[config.mk]
export PLATFORM = sky130hd
export DESIGN_NAME = dispensador_pedido
export DESIGN_NICKNAME = d
export VERILOG_FILES = /design/src/rtl/dispensador_pedido.sv
export SDC_FILE = /design/constraint.sdc
export NUM_CORES = 1
export LEC_CHECK = 0
export ABC_AREA = 1
export BUFFER_PORTS_ARGS = -buffer_cell sky130_fd_sc_hd__buf_2
export CORE_MARGIN = 2
export CORE_UTILIZATION = 45
export CTS_BUF_LIST = sky130_fd_sc_hd__clkbuf_16
export CTS_CLUSTER_DIAMETER = 30
export CTS_CLUSTER_SIZE = 10
export DETAILED_ROUTE_END_ITERATION = 10
export GPL_TIMING_DRIVEN = 0
export HOLD_SLACK_MARGIN = 0.1
export PLACE_DENSITY = 0.67
export SYNTH_ARGS = -nofsm -noshare
export SYNTH_HDL_FRONTEND = slang
export SYNTH_SLANG_ARGS = --single-unit
[constraint.sdc]
create_clock -name i_clk -period 2.8 [get_ports i_clk]
set_clock_uncertainty 0.15 [all_clocks]
set_input_delay 0.7 -clock i_clk [delete_from_list [all_inputs] [get_ports i_clk]]
set_output_delay 0.7 -clock i_clk [all_outputs]
set_load 0.02 [all_outputs]
[src/rtl/dispensador_pedido.sv]
// Purchase-finalisation responder: validates a request, runs the product motor, then pays change.
// Ports: i_clk/i_rst_n, i_req/i_prod_id/i_troco/i_estoque_vazio in; o_ack/o_ocupado/o_motor_en/o_moeda_sel/o_moeda_pulso/o_concluido/o_erro out.
module dispensador_pedido #(
  parameter int N_PROD  = 4,
  parameter int T_MOTOR = 8,
  parameter int T_MOEDA = 4,
  parameter int T_PAUSA = 2
) (
  input  logic              i_clk,
  input  logic              i_rst_n,
  input  logic              i_req,
  input  logic [2:0]        i_prod_id,
  input  logic [7:0]        i_troco,
  input  logic [N_PROD-1:0] i_estoque_vazio,
  output logic              o_ack,
  output logic              o_ocupado,
  output logic [N_PROD-1:0] o_motor_en,
  output logic [2:0]        o_moeda_sel,
  output logic              o_moeda_pulso,
  output logic              o_concluido,
  output logic              o_erro
);

  typedef enum logic [2:0] {
    S_OCIOSO,
    S_VALIDA,
    S_MOTOR,
    S_MOEDA,
    S_PAUSA,
    S_FIM,
    S_ERRO
  } state_t;

  localparam logic [7:0] L_MOTOR = 8'(T_MOTOR - 1);
  localparam logic [7:0] L_MOEDA = 8'(T_MOEDA - 1);
  localparam logic [7:0] L_PAUSA = 8'(T_PAUSA - 1);
  localparam logic [3:0] L_NPROD = 4'(N_PROD);

  state_t            r_state;
  state_t            w_state_n;
  logic [7:0]        r_cnt;
  logic [7:0]        w_cnt_n;
  logic [7:0]        r_rem;
  logic [7:0]        w_rem_n;
  logic [2:0]        r_prod;
  logic [2:0]        w_prod_n;
  logic [2:0]        r_sel;
  logic [2:0]        w_sel_n;
  logic              r_req_d;

  logic              r_ack;
  logic              r_ocupado;
  logic [N_PROD-1:0] r_motor;
  logic              r_pulso;
  logic              r_concluido;
  logic              r_erro;

  logic [N_PROD-1:0] w_onehot;
  logic              w_invalid;
  logic [2:0]        w_coin_sel;
  logic [7:0]        w_coin_val;

  // Out-of-range ids shift the bit out, leaving an all-zero mask.
  assign w_onehot =
    {{(N_PROD-1){1'b0}}, 1'b1} << r_prod;

  assign w_invalid =
    ({1'b0, r_prod} >= L_NPROD) ||
    (|(i_estoque_vazio & w_onehot)) ||
    ((r_rem % 8'd5) != 8'd0);

  // Largest coin not exceeding what is still owed.
  always_comb begin
    w_coin_sel = 3'd0;
    unique case (1'b1)
      (r_rem >= 8'd100):
        w_coin_sel = 3'd4;
      (r_rem >= 8'd50) && (r_rem < 8'd100):
        w_coin_sel = 3'd3;
      (r_rem >= 8'd25) && (r_rem < 8'd50):
        w_coin_sel = 3'd2;
      (r_rem >= 8'd10) && (r_rem < 8'd25):
        w_coin_sel = 3'd1;
      (r_rem < 8'd10):
        w_coin_sel = 3'd0;
    endcase
  end

  always_comb begin
    w_coin_val = 8'd5;
    unique case (r_sel)
      3'd4:    w_coin_val = 8'd100;
      3'd3:    w_coin_val = 8'd50;
      3'd2:    w_coin_val = 8'd25;
      3'd1:    w_coin_val = 8'd10;
      default: w_coin_val = 8'd5;
    endcase
  end

  always_comb begin
    w_state_n = r_state;
    w_cnt_n   = r_cnt;
    w_rem_n   = r_rem;
    w_prod_n  = r_prod;
    w_sel_n   = r_sel;
    unique case (r_state)
      S_OCIOSO: begin
        if (i_req && !r_req_d) begin
          w_state_n = S_VALIDA;
          w_prod_n  = i_prod_id;
          w_rem_n   = i_troco;
        end
      end
      S_VALIDA: begin
        w_cnt_n = 8'd0;
        if (w_invalid)
          w_state_n = S_ERRO;
        else
          w_state_n = S_MOTOR;
      end
      S_MOTOR: begin
        if (r_cnt == L_MOTOR) begin
          w_cnt_n = 8'd0;
          if (r_rem == 8'd0) begin
            w_state_n = S_FIM;
          end else begin
            w_state_n = S_MOEDA;
            w_sel_n   = w_coin_sel;
          end
        end else begin
          w_cnt_n = r_cnt + 8'd1;
        end
      end
      S_MOEDA: begin
        if (r_cnt == L_MOEDA) begin
          w_cnt_n   = 8'd0;
          w_rem_n   = r_rem - w_coin_val;
          w_state_n = S_PAUSA;
        end else begin
          w_cnt_n = r_cnt + 8'd1;
        end
      end
      S_PAUSA: begin
        if (r_cnt == L_PAUSA) begin
          w_cnt_n = 8'd0;
          if (r_rem != 8'd0) begin
            w_state_n = S_MOEDA;
            w_sel_n   = w_coin_sel;
          end else begin
            w_state_n = S_FIM;
          end
        end else begin
          w_cnt_n = r_cnt + 8'd1;
        end
      end
      S_FIM:   w_state_n = S_OCIOSO;
      S_ERRO:  w_state_n = S_OCIOSO;
      default: w_state_n = S_OCIOSO;
    endcase
  end

  // Outputs are decoded from the next state and registered,
  // so they line up with the state they describe.
  always_ff @(posedge i_clk) begin
    if (!i_rst_n) begin
      r_state     <= S_OCIOSO;
      r_cnt       <= 8'd0;
      r_rem       <= 8'd0;
      r_prod      <= 3'd0;
      r_sel       <= 3'd0;
      r_req_d     <= 1'b1;
      r_ack       <= 1'b0;
      r_ocupado   <= 1'b0;
      r_motor     <= '0;
      r_pulso     <= 1'b0;
      r_concluido <= 1'b0;
      r_erro      <= 1'b0;
    end else begin
      r_state     <= w_state_n;
      r_cnt       <= w_cnt_n;
      r_rem       <= w_rem_n;
      r_prod      <= w_prod_n;
      r_sel       <= w_sel_n;
      r_req_d     <= i_req;
      r_ack       <= (w_state_n == S_VALIDA);
      r_ocupado   <= (w_state_n != S_OCIOSO);
      r_motor     <= (w_state_n == S_MOTOR)
                     ? w_onehot : '0;
      r_pulso     <= (w_state_n == S_MOEDA);
      r_concluido <= (w_state_n == S_FIM);
      r_erro      <= (w_state_n == S_ERRO);
    end
  end

  assign o_ack         = r_ack;
  assign o_ocupado     = r_ocupado;
  assign o_motor_en    = r_motor;
  assign o_moeda_sel   = r_sel;
  assign o_moeda_pulso = r_pulso;
  assign o_concluido   = r_concluido;
  assign o_erro        = r_erro;

endmodule
After elaboration in Yosys (flattened, before gate mapping)
Index checks and enable logic that the tools add are counted.

Bits in registers: 35. Input port bits: 18. Output and inout port bits: 12. Word-level logic and storage cells: 90.

Add/sub/neg operators: 2. Divide/modulo/power cells: 1. $lt $le $gt $ge: 9. Equal/unequal tests: 22. Shift-type cells: 1. Multiplexer cells: 22. Bitwise gates (word level): 1. Reduce and logical (&&, ||, !) cells: 20.

Operator list (number): $mux W8 (5); $mux W3 (11); $pmux W8 S4 (1); $pmux W3 S5 (2); $pmux W7 S4 (1); $eq A3 B2 Y1 const B (6); $pmux W8 S2 (1); $reduce_bool A8 Y1 (2); $eq A3 B3 Y1 const B (4); $ne A2 B2 Y1 const B (6); $eq A3 B1 Y1 const B (3); $add A8 B1 Y8 const B (1); $eq A8 B1 Y1 const B (1); $eq A8 B2 Y1 const B (1); $eq A8 B3 Y1 const B (1); $ge A8 B4 Y1 const B (1); $ge A8 B5 Y1 const B (1); $ge A8 B6 Y1 const B (1); $ge A8 B7 Y1 const B (1); $logic_not A8 Y1 (1); $lt A8 B4 Y1 const B (1); $lt A8 B5 Y1 const B (1); $lt A8 B6 Y1 const B (1); $lt A8 B7 Y1 const B (1); other kinds (17) (23).

Longest topological paths before layout
Depth after elaboration: 9. Gate-level depth with buffers: 32. Mapped depth without buffers: 31.

Least setup slack after synthesis
No wires, ideal clock.

Path kind: reg2reg. From: register r_rem[7]. To: register r_ocupado, in the netlist o_ocupado. Arrival time: 2.552 ns. Required time: 2.536 ns. Path slack: -0.017 ns. Cell stages (with the launch flop): 32. Cells stage by stage: dfxtp_1 -> buf_4 -> inv_2 -> nand2_2 -> nand4_2 -> nand2_1 -> nand2_1 -> nand2_1 -> inv_2 -> nand2_2 -> nand2_2 -> nand2_1 -> nand2_2 -> inv_2 -> nand2_4 -> nand2_4 -> nand2_2 -> nand2_2 -> inv_2 -> ha_1 -> inv_1 -> nand3_1 -> nand2_4 -> nand3_2 -> nand2_1 -> nand2_1 -> nor2_1 -> nand3_1 -> nand2_2 -> nand2_1 -> nand2_1 -> nand2_1.

Cells in the longest elaborated chain, start to end: 6. Elaborated cells on any way between the ends: 12. Classes of those cells: div (1); mux (6); reduce/logical (5).

RTL lines: start, declared (line 43) `logic [7:0] r_rem;`; start signal, assigned (line 181) `r_rem <= w_rem_n;`; $mod A8 B3 Y8 (line 70) `((r_rem % 8'd5) != 8'd0);`; $reduce_bool A8 Y1 (line 70); $logic_or A1 B1 Y1 (line 69) `(|(i_estoque_vazio & w_onehot)) ||`; $mux W3 (line 116) `if (w_invalid)`; $pmux W3 S5 (*) (line 106) `unique case (r_state)`; $reduce_bool A3 Y1 (*) (line 186) `r_ocupado <= (w_state_n != S_OCIOSO);`; end signal, assigned (line 186); end, declared (line 52) `logic r_ocupado;`.

Every way passes the cells marked *; elsewhere a longest branch is shown, timed or not. A chain may end at the register's enable or synchronous reset.

Worst setup path after layout
Same ends and word-level chain as after synthesis.

==> results.sh <==
export IMPL_drc=0
export IMPL_layout_common_cells="inv_1, nand2_1, nor2_1"
export IMPL_required_ns=2.82
export IMPL_syn_nets=410
export IMPL_clock_sinks=35
export IMPL_leakagePower_nw=1.59
export IMPL_area_growth_pct=32.7
export IMPL_total_power_mw=1.72
export IMPL_wl_per_cell_um=12.2
export IMPL_multi_input_area_um2=1700
export IMPL_failed_checks="negative setup slack"
export IMPL_hold_ws_ns=0.347
export IMPL_synth_async_reset_ratio_pct=0
export IMPL_hpwl_um=4360
export IMPL_placementRows=27
export IMPL_cpPeakStageDelay_ns=0.32
export IMPL_ys_seq_elements=35
export IMPL_finalCritPeriodShare_pct=106
export IMPL_nets=468
export IMPL_grt_max_degree=13
export IMPL_htreeDepth=2
export IMPL_outcome="finished, violations left"
export IMPL_die_area_um2=6120
export IMPL_drtIter0Drc=78
export IMPL_synth_edff_count=0
export IMPL_synthCells=380
export IMPL_slowest_stage="dfxtp_2"
export IMPL_setup_viol=8
export IMPL_cp_max_fo=5
export IMPL_synth_cell_types=38
export IMPL_fin_crit_ns=2.98
export IMPL_nFillCells=517
export IMPL_finalInstanceArea_um2=3290
export IMPL_timing_hold_violations_final=0
export IMPL_cts_made_buffers=5
export IMPL_cts_root_buf="clkbuf_16"
export IMPL_cap_viol_max_count=0
export IMPL_max_freq_ghz=0.336
export IMPL_slew_limit_headroom_pct=58.3
export IMPL_arrival_ns=3.00
export IMPL_reg2reg_slack_ns=-0.18
export IMPL_vias=2576
export IMPL_grt_pass1_wl_um=10300
export IMPL_gp_congestion=0.874
export IMPL_cp_start_kind="flip-flop"
export IMPL_port_buffers=29
export IMPL_die_y_um=78.2
export IMPL_yosysSeqAreaShare_pct=28.3
export IMPL_drive_above_1_share_pct=31.9
export IMPL_rsz0062_at_grt="true"
export IMPL_path_clk_slew_ns=0.06
export IMPL_wl_um=6230
export IMPL_placedInstanceArea_um2=2730
export IMPL_antenna_found_initial=0
export IMPL_groute_usage_overall_pct=20.4
export IMPL_worst_pin_slew_ns=0.626
export IMPL_n_antenna_cell=0
export IMPL_io_pins=30
export IMPL_synth_avg_cell_area_um2=6.52
export IMPL_seqCellArea_um2=718
export IMPL_fp_dieW_um=78.2
export IMPL_cts_hold_fix_buffers=0
export IMPL_ant_nets=0
export IMPL_core_area_um2=5410
export IMPL_placedCellCount=481
export IMPL_worst_setup_path_type="flip-flop to flip-flop"
export IMPL_dr_pass1_iters=4
export IMPL_hp_class="flip-flop to flip-flop"
export IMPL_post_route_util_pct=60.8
export IMPL_viasPerCell=5.04
export IMPL_grt_overflow=0
export IMPL_drv_slew=0
export IMPL_vdd_drop_max_mv=0.459
export IMPL_syn_area_um2=2480
export IMPL_initial_core_util_pct=45.9
export IMPL_layout_commonest_cell="inv_1"
export IMPL_grt_pass1_vias=2419
export IMPL_cts_path_max_buffers=2
export IMPL_worstSkewPairLatency_ns=0.28
export IMPL_cpMostUsedCell="nand2_4"
export IMPL_setup_slack_ns=-0.178
export IMPL_crit_path_end_kind="flip-flop"
export IMPL_cts_tree="yes"
export IMPL_fin_cells=511
export IMPL_p_per_area_nw_per_um2=524
export IMPL_yosysWarnings=0
export IMPL_synthFlopType="dfxtp_1"
==> critical path: cells and delay by family, from the launching register on <==
family        cells  cell delay, ns
simple gates     24            1.86
buf+inv           6            0.39
flops             1            0.32
fa+ha+maj         1            0.15
==> cell usage after synthesis, drive strengths merged (2+ instances only) <==
master / instances / area share, %
a221oi: 4 / 1.4
o221ai: 2 / 0.71
nor3: 5 / 1.0
xor2: 3 / 1.1
nor4: 6 / 1.5
o211ai: 3 / 0.91
dfxtp: 35 / 28
nand3: 30 / 7.3
inv: 73 / 11
nand4: 6 / 1.8
a211oi: 10 / 3.0
clkbuf: 4 / 0.61
o21ai: 19 / 3.8
buf: 2 / 0.50
a21oi: 18 / 3.6
ha: 11 / 5.6
o22ai: 5 / 1.3
nor2: 50 / 7.6
a31oi: 4 / 1.0
nand2: 80 / 15
==> final timing paths <==
check / start / end / cells past startpoint
hold / removal: r_prod[1] / o_motor_en[3] / 2
hold reg to reg: r_prod[1] / o_motor_en[3] / 2
setup / recovery: r_rem[7] / o_ocupado / 31
setup reg to reg: r_rem[7] / o_ocupado / 31
==> flip-flops by register name, summed over array words and instances (netlist names) <==
name,cells
o_erro,1
o_ocupado,1
o_moeda_sel,3
o_moeda_pulso,1
o_concluido,1
r_state,3
r_req_d,1
o_motor_en,4
r_rem,8
r_cnt,8
r_prod,3
o_ack,1
==> metal layers <==
| metal | share of wire [%] | up-vias | wire length [um] | track usage, % |
|---|---|---|---|---|
| met4 | 0.71 | 0 | 44 | 6.67 |
| met5 | 0 | - | 0 | 0 |
| met2 | 49 | 33 | 3060 | 34.7 |
| met1 | 47 | 1175 | 2960 | 26.3 |
| met3 | 2.7 | 4 | 167 | 3.79 |
| li1 | - | 1364 | - | - |
==> power breakdown <==
group          internal, mW  total [mW]  switching (mW)
Sequential            0.524       0.552          0.0279
Clock                 0.327       0.535           0.208
Combinational         0.256       0.634           0.378
==> metrics by stage <==
step                setup slack, ns  TNS [ns]
CTS                          -0.123    -0.607
floorplan                    0.0158         0
finish                       -0.178     -1.12
detailed placement           -0.339     -2.38
global placement             -0.267     -1.89
global route                 -0.376     -2.72
==> kinds of logic after synthesis <==
| logic type | after synthesis | synth area share (%) |
|---|---|---|
| buf+inv | 80 | 12.5 |
| flops | 35 | 28.3 |
| simple gates | 181 | 34.7 |
| xor+xnor | 4 | 1.41 |
| fa+ha+maj | 12 | 6.36 |
| compound gates | 68 | 16.8 |
==> cell type report <==
cell class | count | share of cell area [%]
Buffer | 6 | 1.14
Multi-Input combinational cell | 265 | 51.6
Sequential cell | 35 | 21.8
Tap cell | 72 | 2.74
Clock inverter | 3 | 0.609
Inverter | 74 | 8.83
Clock buffer | 5 | 3.81
Timing Repair Buffer | 51 | 9.44
==> timing repair <==
action	CTS	global route
hold endpoints to repair	0	0
setup buffers	12	10
pin swaps	15	14
setup endpoints to repair	10	15
resized for setup	26	46
Note: power is estimated with default switching activity, not from simulation.
